--- config.mk ---
export PLATFORM = sky130hd
export DESIGN_NAME = alu_core_flat
export DESIGN_NICKNAME = d
export VERILOG_FILES = /design/src/rtl/alu_pkg.sv /design/src/rtl/alu_if.sv /design/src/rtl/alu_iter_unit.sv /design/src/rtl/alu_core.sv /design/src/flat_wrapper.sv
export SDC_FILE = /design/constraint.sdc
export NUM_CORES = 1
export LEC_CHECK = 0
export CORE_MARGIN = 8
export CORE_UTILIZATION = 60
export CTS_CLUSTER_DIAMETER = 50
export DETAILED_ROUTE_END_ITERATION = 7
export PLACE_DENSITY_LB_ADDON = 0.2
export SYNTH_ARGS = -nofsm -noshare
export SYNTH_HDL_FRONTEND = slang
export SYNTH_SLANG_ARGS = --single-unit
--- constraint.sdc ---
create_clock -name clk -period 3.3 [get_ports clk]
set_input_delay 0.66 -clock clk [delete_from_list [all_inputs] [get_ports clk]]
set_output_delay 0.66 -clock clk [all_outputs]
set_load 0.02 [all_outputs]
--- src/rtl/alu_pkg.sv ---
// Shared types and constants for the ALU core and its iterative multiply/divide unit.
package alu_pkg;

   localparam int ALU_WIDTH = 8;

   typedef enum logic [3:0] {
      ADD = 4'd0, SUB = 4'd1, MUL = 4'd2, DIV = 4'd3,
      MOD = 4'd4, AND = 4'd5, OR  = 4'd6, XOR = 4'd7,
      NOT = 4'd8, SHL = 4'd9, SHR = 4'd10, ROL = 4'd11,
      ROR = 4'd12, CMP = 4'd13, INC = 4'd14, DEC = 4'd15
   } opcode_e;

   typedef enum logic [1:0] {
      IDLE    = 2'd0,
      MUL_RUN = 2'd1,
      DIV_RUN = 2'd2
   } state_e;

   function automatic logic is_multi(opcode_e op);
      return (op == MUL) || (op == DIV) || (op == MOD);
   endfunction

endpackage

--- src/rtl/alu_if.sv ---
// Operand/result bundle between an ALU requester (master) and the ALU core (slave).
interface alu_if #(parameter int WIDTH = alu_pkg::ALU_WIDTH);
   logic [WIDTH-1:0]   a;
   logic [WIDTH-1:0]   b;
   logic [3:0]         s;
   logic               in_valid;
   logic               busy;
   logic [2*WIDTH-1:0] out;
   logic               out_valid;
   logic               div_err;

   modport master (output a, b, s, in_valid, input busy, out, out_valid, div_err);
   modport slave  (input a, b, s, in_valid, output busy, out, out_valid, div_err);
endinterface

--- src/rtl/alu_iter_unit.sv ---
// Iterative datapath: shift-add multiply and restoring divide, one bit per clock.
module alu_iter_unit
   import alu_pkg::*;
#(
   parameter int WIDTH = ALU_WIDTH,
   parameter int ITER  = WIDTH
) (
   input  logic               clk,
   input  logic               rst,
   input  logic               start,
   input  opcode_e            op,
   input  logic [WIDTH-1:0]   a,
   input  logic [WIDTH-1:0]   b,
   output logic               done,
   output logic [2*WIDTH-1:0] result,
   output logic               err
);
   localparam int CW = (ITER > 1) ? $clog2(ITER) : 1;

   opcode_e            op_q;
   logic               running;
   logic               err_q;
   logic [CW-1:0]      cnt;
   logic [2*WIDTH-1:0] acc;
   logic [2*WIDTH-1:0] mcand;
   logic [WIDTH-1:0]   mplier;
   logic [WIDTH-1:0]   rem;
   logic [WIDTH-1:0]   quo;
   logic [WIDTH-1:0]   dvsr;
   logic [WIDTH:0]     shifted;
   logic [WIDTH:0]     diff;
   logic               ge;

   always_comb begin
      shifted = {rem, quo[WIDTH-1]};
      diff    = shifted - {1'b0, dvsr};
      ge      = shifted >= {1'b0, dvsr};
   end

   always_ff @(posedge clk) begin
      if (rst) begin
         op_q    <= ADD;
         running <= 1'b0;
         done    <= 1'b0;
         err_q   <= 1'b0;
         cnt     <= '0;
         acc     <= '0;
         mcand   <= '0;
         mplier  <= '0;
         rem     <= '0;
         quo     <= '0;
         dvsr    <= '0;
      end else begin
         done <= 1'b0;
         if (start) begin
            op_q    <= op;
            running <= 1'b1;
            cnt     <= '0;
            acc     <= '0;
            mcand   <= {{WIDTH{1'b0}}, a};
            mplier  <= b;
            rem     <= '0;
            quo     <= a;
            dvsr    <= b;
            err_q   <= (op != MUL) && (b == '0);
         end else if (running) begin
            if (op_q == MUL) begin
               if (mplier[0]) acc <= acc + mcand;
               mcand  <= mcand << 1;
               mplier <= mplier >> 1;
            end else begin
               rem <= ge ? diff[WIDTH-1:0] : shifted[WIDTH-1:0];
               quo <= {quo[WIDTH-2:0], ge};
            end
            if (cnt == CW'(ITER - 1)) begin
               running <= 1'b0;
               done    <= 1'b1;
            end else begin
               cnt <= cnt + 1'b1;
            end
         end
      end
   end

   // A zero divisor still runs the full schedule; only the reported value is forced.
   always_comb begin
      if (op_q == MUL)      result = acc;
      else if (err_q)       result = '1;
      else if (op_q == DIV) result = {{WIDTH{1'b0}}, quo};
      else                  result = {{WIDTH{1'b0}}, rem};
   end

   assign err = err_q;

endmodule

--- src/rtl/alu_core.sv ---
// ALU core: single-cycle ops through a one-stage result pipe, MUL/DIV/MOD via alu_iter_unit.
//   state   | meaning
//   IDLE    | accepting operands (busy low unless a result is being retired)
//   MUL_RUN | shift-add multiply iterating
//   DIV_RUN | restoring divide iterating (DIV or MOD)
module alu_core
   import alu_pkg::*;
#(
   parameter int WIDTH = ALU_WIDTH,
   parameter int ITER  = WIDTH
) (
   input logic clk,
   input logic rst,
   alu_if.slave bus
);
   localparam int W2 = 2 * WIDTH;
   localparam int CW = (ITER > 1) ? $clog2(ITER) : 1;

   opcode_e          op;
   state_e           state_q, state_d;
   logic [CW-1:0]    cnt_q, cnt_d;
   logic             accept, multi, busy_int;
   logic             unit_done, unit_err;
   logic [W2-1:0]    unit_result, sc_result, sc_q, out_q;
   logic             sc_v_q, out_valid_q, div_err_q;
   logic [W2-1:0]    a_z, b_z;
   logic [2:0]       sh_amt;
   logic [WIDTH-1:0] rot_l, rot_r;

   assign op       = opcode_e'(bus.s);
   assign multi    = is_multi(op);
   // The unit's done pulse keeps busy up for the cycle in which its result is retired.
   assign busy_int = (state_q != IDLE) || unit_done;
   assign accept   = bus.in_valid && !busy_int;

   assign a_z    = {{WIDTH{1'b0}}, bus.a};
   assign b_z    = {{WIDTH{1'b0}}, bus.b};
   assign sh_amt = bus.b[2:0];
   assign rot_l  = (bus.a << sh_amt) | (bus.a >> (WIDTH - int'(sh_amt)));
   assign rot_r  = (bus.a >> sh_amt) | (bus.a << (WIDTH - int'(sh_amt)));

   always_comb begin
      sc_result = '0;
      case (op)
         ADD:     sc_result = a_z + b_z;
         SUB:     sc_result = a_z - b_z;
         AND:     sc_result = a_z & b_z;
         OR:      sc_result = a_z | b_z;
         XOR:     sc_result = a_z ^ b_z;
         NOT:     sc_result = {{WIDTH{1'b0}}, ~bus.a};
         SHL:     sc_result = {{WIDTH{1'b0}}, bus.a << sh_amt};
         SHR:     sc_result = {{WIDTH{1'b0}}, bus.a >> sh_amt};
         ROL:     sc_result = {{WIDTH{1'b0}}, rot_l};
         ROR:     sc_result = {{WIDTH{1'b0}}, rot_r};
         CMP:     sc_result = {{(W2-3){1'b0}}, bus.a > bus.b, bus.a == bus.b, bus.a < bus.b};
         INC:     sc_result = a_z + W2'(1);
         DEC:     sc_result = a_z - W2'(1);
         default: sc_result = '0;
      endcase
   end

   always_ff @(posedge clk) begin
      if (rst) begin
         state_q <= IDLE;
         cnt_q   <= '0;
      end else begin
         state_q <= state_d;
         cnt_q   <= cnt_d;
      end
   end

   always_comb begin
      state_d = state_q;
      cnt_d   = cnt_q;
      case (state_q)
         IDLE: begin
            if (accept && (op == MUL)) begin
               state_d = MUL_RUN;
               cnt_d   = '0;
            end else if (accept && multi) begin
               state_d = DIV_RUN;
               cnt_d   = '0;
            end
         end
         MUL_RUN, DIV_RUN: begin
            if (cnt_q == CW'(ITER - 1)) begin
               state_d = IDLE;
               cnt_d   = '0;
            end else begin
               cnt_d = cnt_q + 1'b1;
            end
         end
         default: begin
            state_d = IDLE;
            cnt_d   = '0;
         end
      endcase
   end

   alu_iter_unit #(.WIDTH(WIDTH), .ITER(ITER)) u_iter (
      .clk    (clk),
      .rst    (rst),
      .start  (accept && multi),
      .op     (op),
      .a      (bus.a),
      .b      (bus.b),
      .done   (unit_done),
      .result (unit_result),
      .err    (unit_err)
   );

   // Single-cycle results are staged once so every result leaves from one register.
   always_ff @(posedge clk) begin
      if (rst) begin
         sc_q        <= '0;
         sc_v_q      <= 1'b0;
         out_q       <= '0;
         out_valid_q <= 1'b0;
         div_err_q   <= 1'b0;
      end else begin
         sc_v_q      <= accept && !multi;
         out_valid_q <= 1'b0;
         if (accept && !multi) sc_q <= sc_result;
         if (unit_done) begin
            out_q       <= unit_result;
            out_valid_q <= 1'b1;
            div_err_q   <= unit_err;
         end else if (sc_v_q) begin
            out_q       <= sc_q;
            out_valid_q <= 1'b1;
            div_err_q   <= 1'b0;
         end
      end
   end

   assign bus.busy      = busy_int;
   assign bus.out       = out_q;
   assign bus.out_valid = out_valid_q;
   assign bus.div_err   = div_err_q;

endmodule
--- src/flat_wrapper.sv ---
// flat-port wrapper written by rule: the top's interface ports become plain ports
module alu_core_flat import alu_pkg::*;
#(
   parameter int WIDTH = ALU_WIDTH,
   parameter int ITER  = WIDTH
)
  (clk, rst, bus_a, bus_b, bus_s, bus_in_valid, bus_busy, bus_out, bus_out_valid, bus_div_err);
  alu_if #(.WIDTH(WIDTH)) bus_i ();
  input logic clk;
  input logic rst;
  input wire logic [$bits(bus_i.a)-1:0] bus_a;
  input wire logic [$bits(bus_i.b)-1:0] bus_b;
  input wire logic [$bits(bus_i.s)-1:0] bus_s;
  input wire logic [$bits(bus_i.in_valid)-1:0] bus_in_valid;
  output wire logic [$bits(bus_i.busy)-1:0] bus_busy;
  output wire logic [$bits(bus_i.out)-1:0] bus_out;
  output wire logic [$bits(bus_i.out_valid)-1:0] bus_out_valid;
  output wire logic [$bits(bus_i.div_err)-1:0] bus_div_err;
  assign bus_i.a = bus_a;
  assign bus_i.b = bus_b;
  assign bus_i.s = bus_s;
  assign bus_i.in_valid = bus_in_valid;
  assign bus_busy = bus_i.busy;
  assign bus_out = bus_i.out;
  assign bus_out_valid = bus_i.out_valid;
  assign bus_div_err = bus_i.div_err;
  alu_core #(.WIDTH(WIDTH), .ITER(ITER)) u_core (.clk(clk), .rst(rst), .bus(bus_i));
endmodule
After elaboration in Yosys (flattened, before gate mapping)
Index checks and enable logic that the tools add are counted.
{"block": "word_totals", "inputBits": 23, "regBits": 114, "word_cells": 129, "out_inout_bits": 19}
{"block": "op_classes", "n_mux": 32, "n_reduce_logical": 27, "shift": 4, "n_addsub": 9, "bitwise": 9, "n_lt_le_gt_ge": 3, "eq_ne": 26}
{"operator": "16-bit case mux with 13 select lines", "n": 1}
{"operator": "8-bit 2-to-1 mux", "n": 11}
{"operator": "16-bit 2-to-1 mux", "n": 4}
{"operator": "4-bit == test, second input constant", "n": 8}
{"operator": "8-bit by 32-bit left shift with 8-bit output", "n": 1}
{"operator": "8-bit by 32-bit >> shifter with 8-bit output", "n": 1}
{"operator": "8-bit bitwise OR", "n": 3}
{"operator": "16-bit adder", "n": 1}
{"operator": "4-bit by 2-bit == test with 1-bit output, second input constant", "n": 4}
{"operator": "4-bit by 3-bit == test with 1-bit output, second input constant", "n": 4}
{"operator": "2-bit AND reduction", "n": 6}
{"operator": "8-bit by 1-bit adder with 9-bit output, second input constant", "n": 1}
{"operator": "8-bit by 8-bit adder with 9-bit output", "n": 1}
{"operator": "9-bit by 8-bit >= comparator with 1-bit output", "n": 1}
{"operator": "3-bit 2-to-1 mux", "n": 3}
{"operator": "8-bit by 1-bit subtractor with 9-bit output, second input constant", "n": 1}
{"operator": "8-bit by 8-bit subtractor with 9-bit output", "n": 1}
{"operator": "8-bit AND", "n": 1}
{"operator": "8-bit == test", "n": 1}
{"operator": "8-bit greater-than comparator", "n": 1}
{"operator": "8-bit zero test", "n": 1}
{"operator": "8-bit less-than comparator", "n": 1}
{"operator": "1-bit 2-to-1 mux", "n": 8}
{"operator": "8-bit inverter", "n": 1}
{"operator": "27 further kinds", "n": 44}

Logic depth before layout (Yosys ltp)
{"block": "logic_depth", "depth_word": 8, "depth_mapped": 14, "depth_no_buf": 12}

Cells and area by module
From an unflattened synthesis, not the netlist that was laid out.
{"block": "hier_totals", "cells_unflattened": 1125, "area_unflattened_um2": 8667.1}
{"module": "alu_core", "n_inst": 1, "area_each_um2": 4411.7, "seq_area_each_um2": 680.7, "cells_per_inst": 586}
{"module": "alu_iter_unit", "n_inst": 1, "area_each_um2": 4255.3, "seq_area_each_um2": 1481.4, "cells_per_inst": 539}

Worst setup path after synthesis
No wires, ideal clock.
{"block": "synth_timing", "path_type": "input-to-reg", "startpoint": "in bus_b[0]", "endpoint": "reg u_core.sc_q[2]", "cell_stages": 11, "required_ns": 3.160, "path_buffers": 4, "setup_time_ns": 0.140, "setup_slack_ns": 0.322, "arrival_time_ns": 2.837, "path_cell_list": "buf_4 buf_2 inv_1 ha_1 buf_2 buf_2 mux4_2 a2bb2oi_1 nor2_1 a2111oi_0 a311oi_1"}
{"block": "synth_between", "elab_chain_cells": 4, "elab_cells_between_ends": 11, "classes_between": "add/sub (3); order compare (1); shift (4); mux (1); bitwise (2)"}
{"element": "from (decl)", "line": "flat_wrapper.sv:12", "source": "input wire logic [$bits(bus_i.b)-1:0] bus_b;"}
{"element": "4-bit by 3-bit subtractor with 5-bit output", "line": "alu_core.sv:39, alu_core.sv:40"}
{"element": "8-bit by 32-bit left shift with 8-bit output / 8-bit by 32-bit >> shifter with 8-bit output (equally long branches)", "line": "alu_core.sv:40, alu_core.sv:39"}
{"element": "8-bit bitwise OR (on tied branches)", "line": "alu_core.sv:40, alu_core.sv:39"}
{"element": "16-bit case mux with 13 select lines (*)", "line": "alu_core.sv:44", "source": "case (op)"}
{"element": "to (signal assigned)", "line": "alu_core.sv:123", "source": "if (accept && !multi) sc_q <= sc_result;"}
{"element": "to (decl)", "line": "alu_core.sv:24", "source": "logic [W2-1:0] unit_result, sc_result, sc_q, out_q;"}
Mark *: on every way between the ends. The rest lies on a longest branch, timed or not.
A chain may end at the register's enable or synchronous reset.

Worst setup path after layout
{"block": "layout_timing", "startpoint": "in bus_s[3]", "endpoint": "reg u_core.sc_q[4]"}
{"block": "layout_between", "elab_chain_cells": 5, "elab_cells_between_ends": 21, "classes_between": "eq/ne (15); mux (1); reduce/logical (5)"}
{"element": "from (decl)", "line": "flat_wrapper.sv:13", "source": "input wire logic [$bits(bus_i.s)-1:0] bus_s;"}
{"element": "parallel branches: the longest is 5 deep, another holds 16-bit case mux with 13 select lines"}
Several ways; the timed one is not identified.

==> flow_metrics.py <==
metrics = {
    "run_status": {
        "outcome": "finished, final reports clean",
    },
    "floorplanning": {
        "die_area_um2": 18200,
        "io_pins": 42,
        "placementRows": 43,
        "core_area_um2": 13900,
        "die_x_um": 135,
        "die_y_um": 135,
        "start_util_pct": 61.3,
    },
    "global_route": {
        "grt_overflow": 0,
        "antenna_found_initial": 0,
        "grt_pass1_wl_um": 43900,
        "grt.total_usage_pct": 30.2,
        "grt_pass1_vias": 8017,
        "grt_max_degree": 38,
    },
    "finish": {
        "antenna_cells": 0,
        "area.growth.synth_to_final_pct": 15.2,
        "final_cell_mix": "nand2_1 (152), dfxtp_1 (108), a21oi_1 (93), nor2_1 (91), buf_4 (88)",
        "nNetsFinal": 1259,
        "final_layout_size_suffix_gt1_share_pct": 12.9,
        "layout_commonest_cell": "nand2_1",
    },
    "setup_path": {
        "critPathRequiredTime_ns": 3.53,
        "arrival_ns": 3.31,
        "critPathKind": "in2reg",
        "path_max_fanout": 5,
        "end_kind": "register",
        "rr_worst_depth": 9,
        "worstSetupStartpointType": "input port",
    },
    "power_and_ir_drop": {
        "powerDensity_nw_per_um2": 350,
        "p_leak_nw": 3.87,
        "ir_drop_uv": 558,
    },
    "sta": {
        "finClkSkew_ns": 0.00584,
        "setup_viol": 0,
        "tns_ns": 0,
        "fmax_ghz": 0.324,
        "finalCritPeriodShare_pct": 93.5,
        "rsz0062_at_grt": "false",
        "hold_slack_ns": 0.457,
        "post-route-min-period_ns": 3.08,
        "hold_violations": 0,
        "slew_viol_final": 0,
        "slew_headroom_pct": 32.5,
        "max_slew.worst_pin.slew_ns": 1.01,
    },
    "detailed_routing": {
        "viasPerCell": 6.46,
        "firstDrtPassIters": 5,
        "wire_per_inst_um": 20.6,
        "drt.antenna.violating_nets": 0,
        "drtIter0Drc": 822,
        "routed_wl_um": 27800,
        "drc_errors": 0,
        "vias": 8749,
    },
    "worst_hold_path": {
        "hp-class": "reg2reg",
        "whs_path_depth": 2,
    },
    "cts": {
        "cts_resized": 0,
        "htree_levels": 3,
        "cts_hold_buf": 0,
        "cts_buffers": 9,
        "tritoncts": "yes",
        "clock-sinks": 108,
        "clk_latency_ns": 0.36,
        "clockRootBuffer": "clkbuf_16",
        "clkTransAtPathRegs_ns": 0.07,
        "clockBufferDepth": 2,
        "post_cts_buffers": 0,
    },
    "synthesis": {
        "synth_area_um2": 8510,
        "synth.distinct_cells": 80,
        "synth_cells": 1104,
        "yosysSeqAreaShare_pct": 25.4,
        "ys.flop_type": "dfxtp_1",
        "synth_seq_cells": 108,
        "synth_top_area_share_pct": 25.4,
        "syn_nets": 1194,
        "synth-edff-count": 0,
        "async_flop_share_pct": 0,
        "syn_avg_cell_area_um2": 7.71,
        "yosys_warnings": 0,
        "synthTopCellsByArea": "dfxtp_1 (25%), ha_1 (9.3%), nand2_1 (6.7%)",
        "synth_top_area_cell": "dfxtp_1",
    },
    "job": {
        "drv_cap": 0,
    },
    "place": {
        "io_buffers": 41,
        "dpl.hpwl_um": 21100,
        "globalplace.congestion": 1.05,
    },
}
-- metal layers --
metal / vias to the layer above / global-route usage [%] / part of all wire, %
li1: 4170 / - / -
met1: 4121 / 41.7 / 44
met3: 49 / 6.61 / 10
met2: 409 / 46.1 / 44
met5: - / 0 / 0
met4: 0 / 8.33 / 2.1
-- cell usage after synthesis (15+ instances only) --
master	number
a211oi_1	28
a21oi_1	93
a311oi_1	16
a31oi_1	27
buf_2	21
clkbuf_1	49
dfxtp_1	108
ha_1	63
inv_1	48
mux2i_1	15
mux4_2	15
nand2_1	152
nand2b_1	24
nand3_1	24
nor2_1	92
nor2b_1	20
nor3_1	22
o21ai_0	47
o22ai_1	15
xnor2_1	16
-- final timing paths --
check	from	end	slack [ns]
min	u_core.u_iter.dvsr[5]$_SDFFE_PP0P_	u_core.u_iter.dvsr[5]$_SDFFE_PP0P_	0.46
max	bus_s[3]	u_core.sc_q[4]$_SDFFE_PP0P_	0.22
min reg2reg	u_core.u_iter.dvsr[5]$_SDFFE_PP0P_	u_core.u_iter.dvsr[5]$_SDFFE_PP0P_	0.46
max reg2reg	u_core.u_iter.mcand[0]$_SDFFE_PP0P_	u_core.u_iter.acc[14]$_SDFFE_PP0P_	0.78
-- report_power, final --
group / internal (mW) / switching (mW) / total (mW)
clock: 0.591 / 0.502 / 1.09
sequential: 1.35 / 0.0372 / 1.39
combinational: 0.395 / 0.556 / 0.951
-- registers in the layout, indices dropped and copies added (netlist names) --
signal and flops:
u_core.bus.out 16, u_core.u_iter.acc 16, u_core.u_iter.mcand 16, u_core.sc_q 10, u_core.u_iter.dvsr 8, u_core.u_iter.mplier 8, u_core.u_iter.quo 8, u_core.u_iter.rem 8
u_core.u_iter.op_q 4, u_core.cnt_q 3, u_core.u_iter.cnt 3, u_core.state_q 2, u_core.bus.div_err 1, u_core.bus.out_valid 1, u_core.sc_v_q 1, u_core.u_iter.done 1
u_core.u_iter.err 1, u_core.u_iter.running 1
-- layout make-up --
type,instances,area [um2]
Clock buffer,10,229
Clock inverter,6,63.8
Multi-Input combinational cell,871,5850
Tap cell,180,225
Sequential cell,108,2160
Inverter,48,180
Fill cell,1161,4070
Timing Repair Buffer,131,1100
-- metrics by stage --
stage	util (%)	setup slack, ns	area (um2)	power (mW)	instances
after global placement	68.5	-0.0666	9510	2.33	1338
after global routing	70.7	0.00667	9810	3.56	1354
after CTS	70.7	0.252	9810	3.41	1354
final	70.7	0.215	9810	3.43	1354
after detailed placement	68.5	-0.0938	9510	2.34	1338
after floorplan	-	0.322	8510	2.00	1104
-- worst max-delay path, cell delays in order --
cell and delay, ns:
clkdlybuf4s50_1 0.47, nor2b_1 0.31, nand2_1 0.15, nand2_1 0.09, ha_1 0.18, inv_1 0.06, fa_1 0.39, nand2b_1 0.18
a21oi_1 0.17, nor4_1 0.07, a2111oi_0 0.43, a311oi_1 0.15
-- logic make-up (layout without fill, tap and decap cells) --
| kind of cell | after synthesis | after routing | synth area share [%] |
|---|---|---|---|
| and+or+nand+nor | 413 | 413 | 23.5 |
| AOI/OAI and AO/OA | 333 | 333 | 26.0 |
| buffers and inverters | 125 | 195 | 6.04 |
| DFF | 108 | 108 | 25.4 |
| adders and majority gates | 67 | 67 | 10.2 |
| muxes | 35 | 35 | 6.40 |
| xor gates and xnor gates | 23 | 23 | 2.37 |
Note: power is estimated with default switching activity, not from simulation.
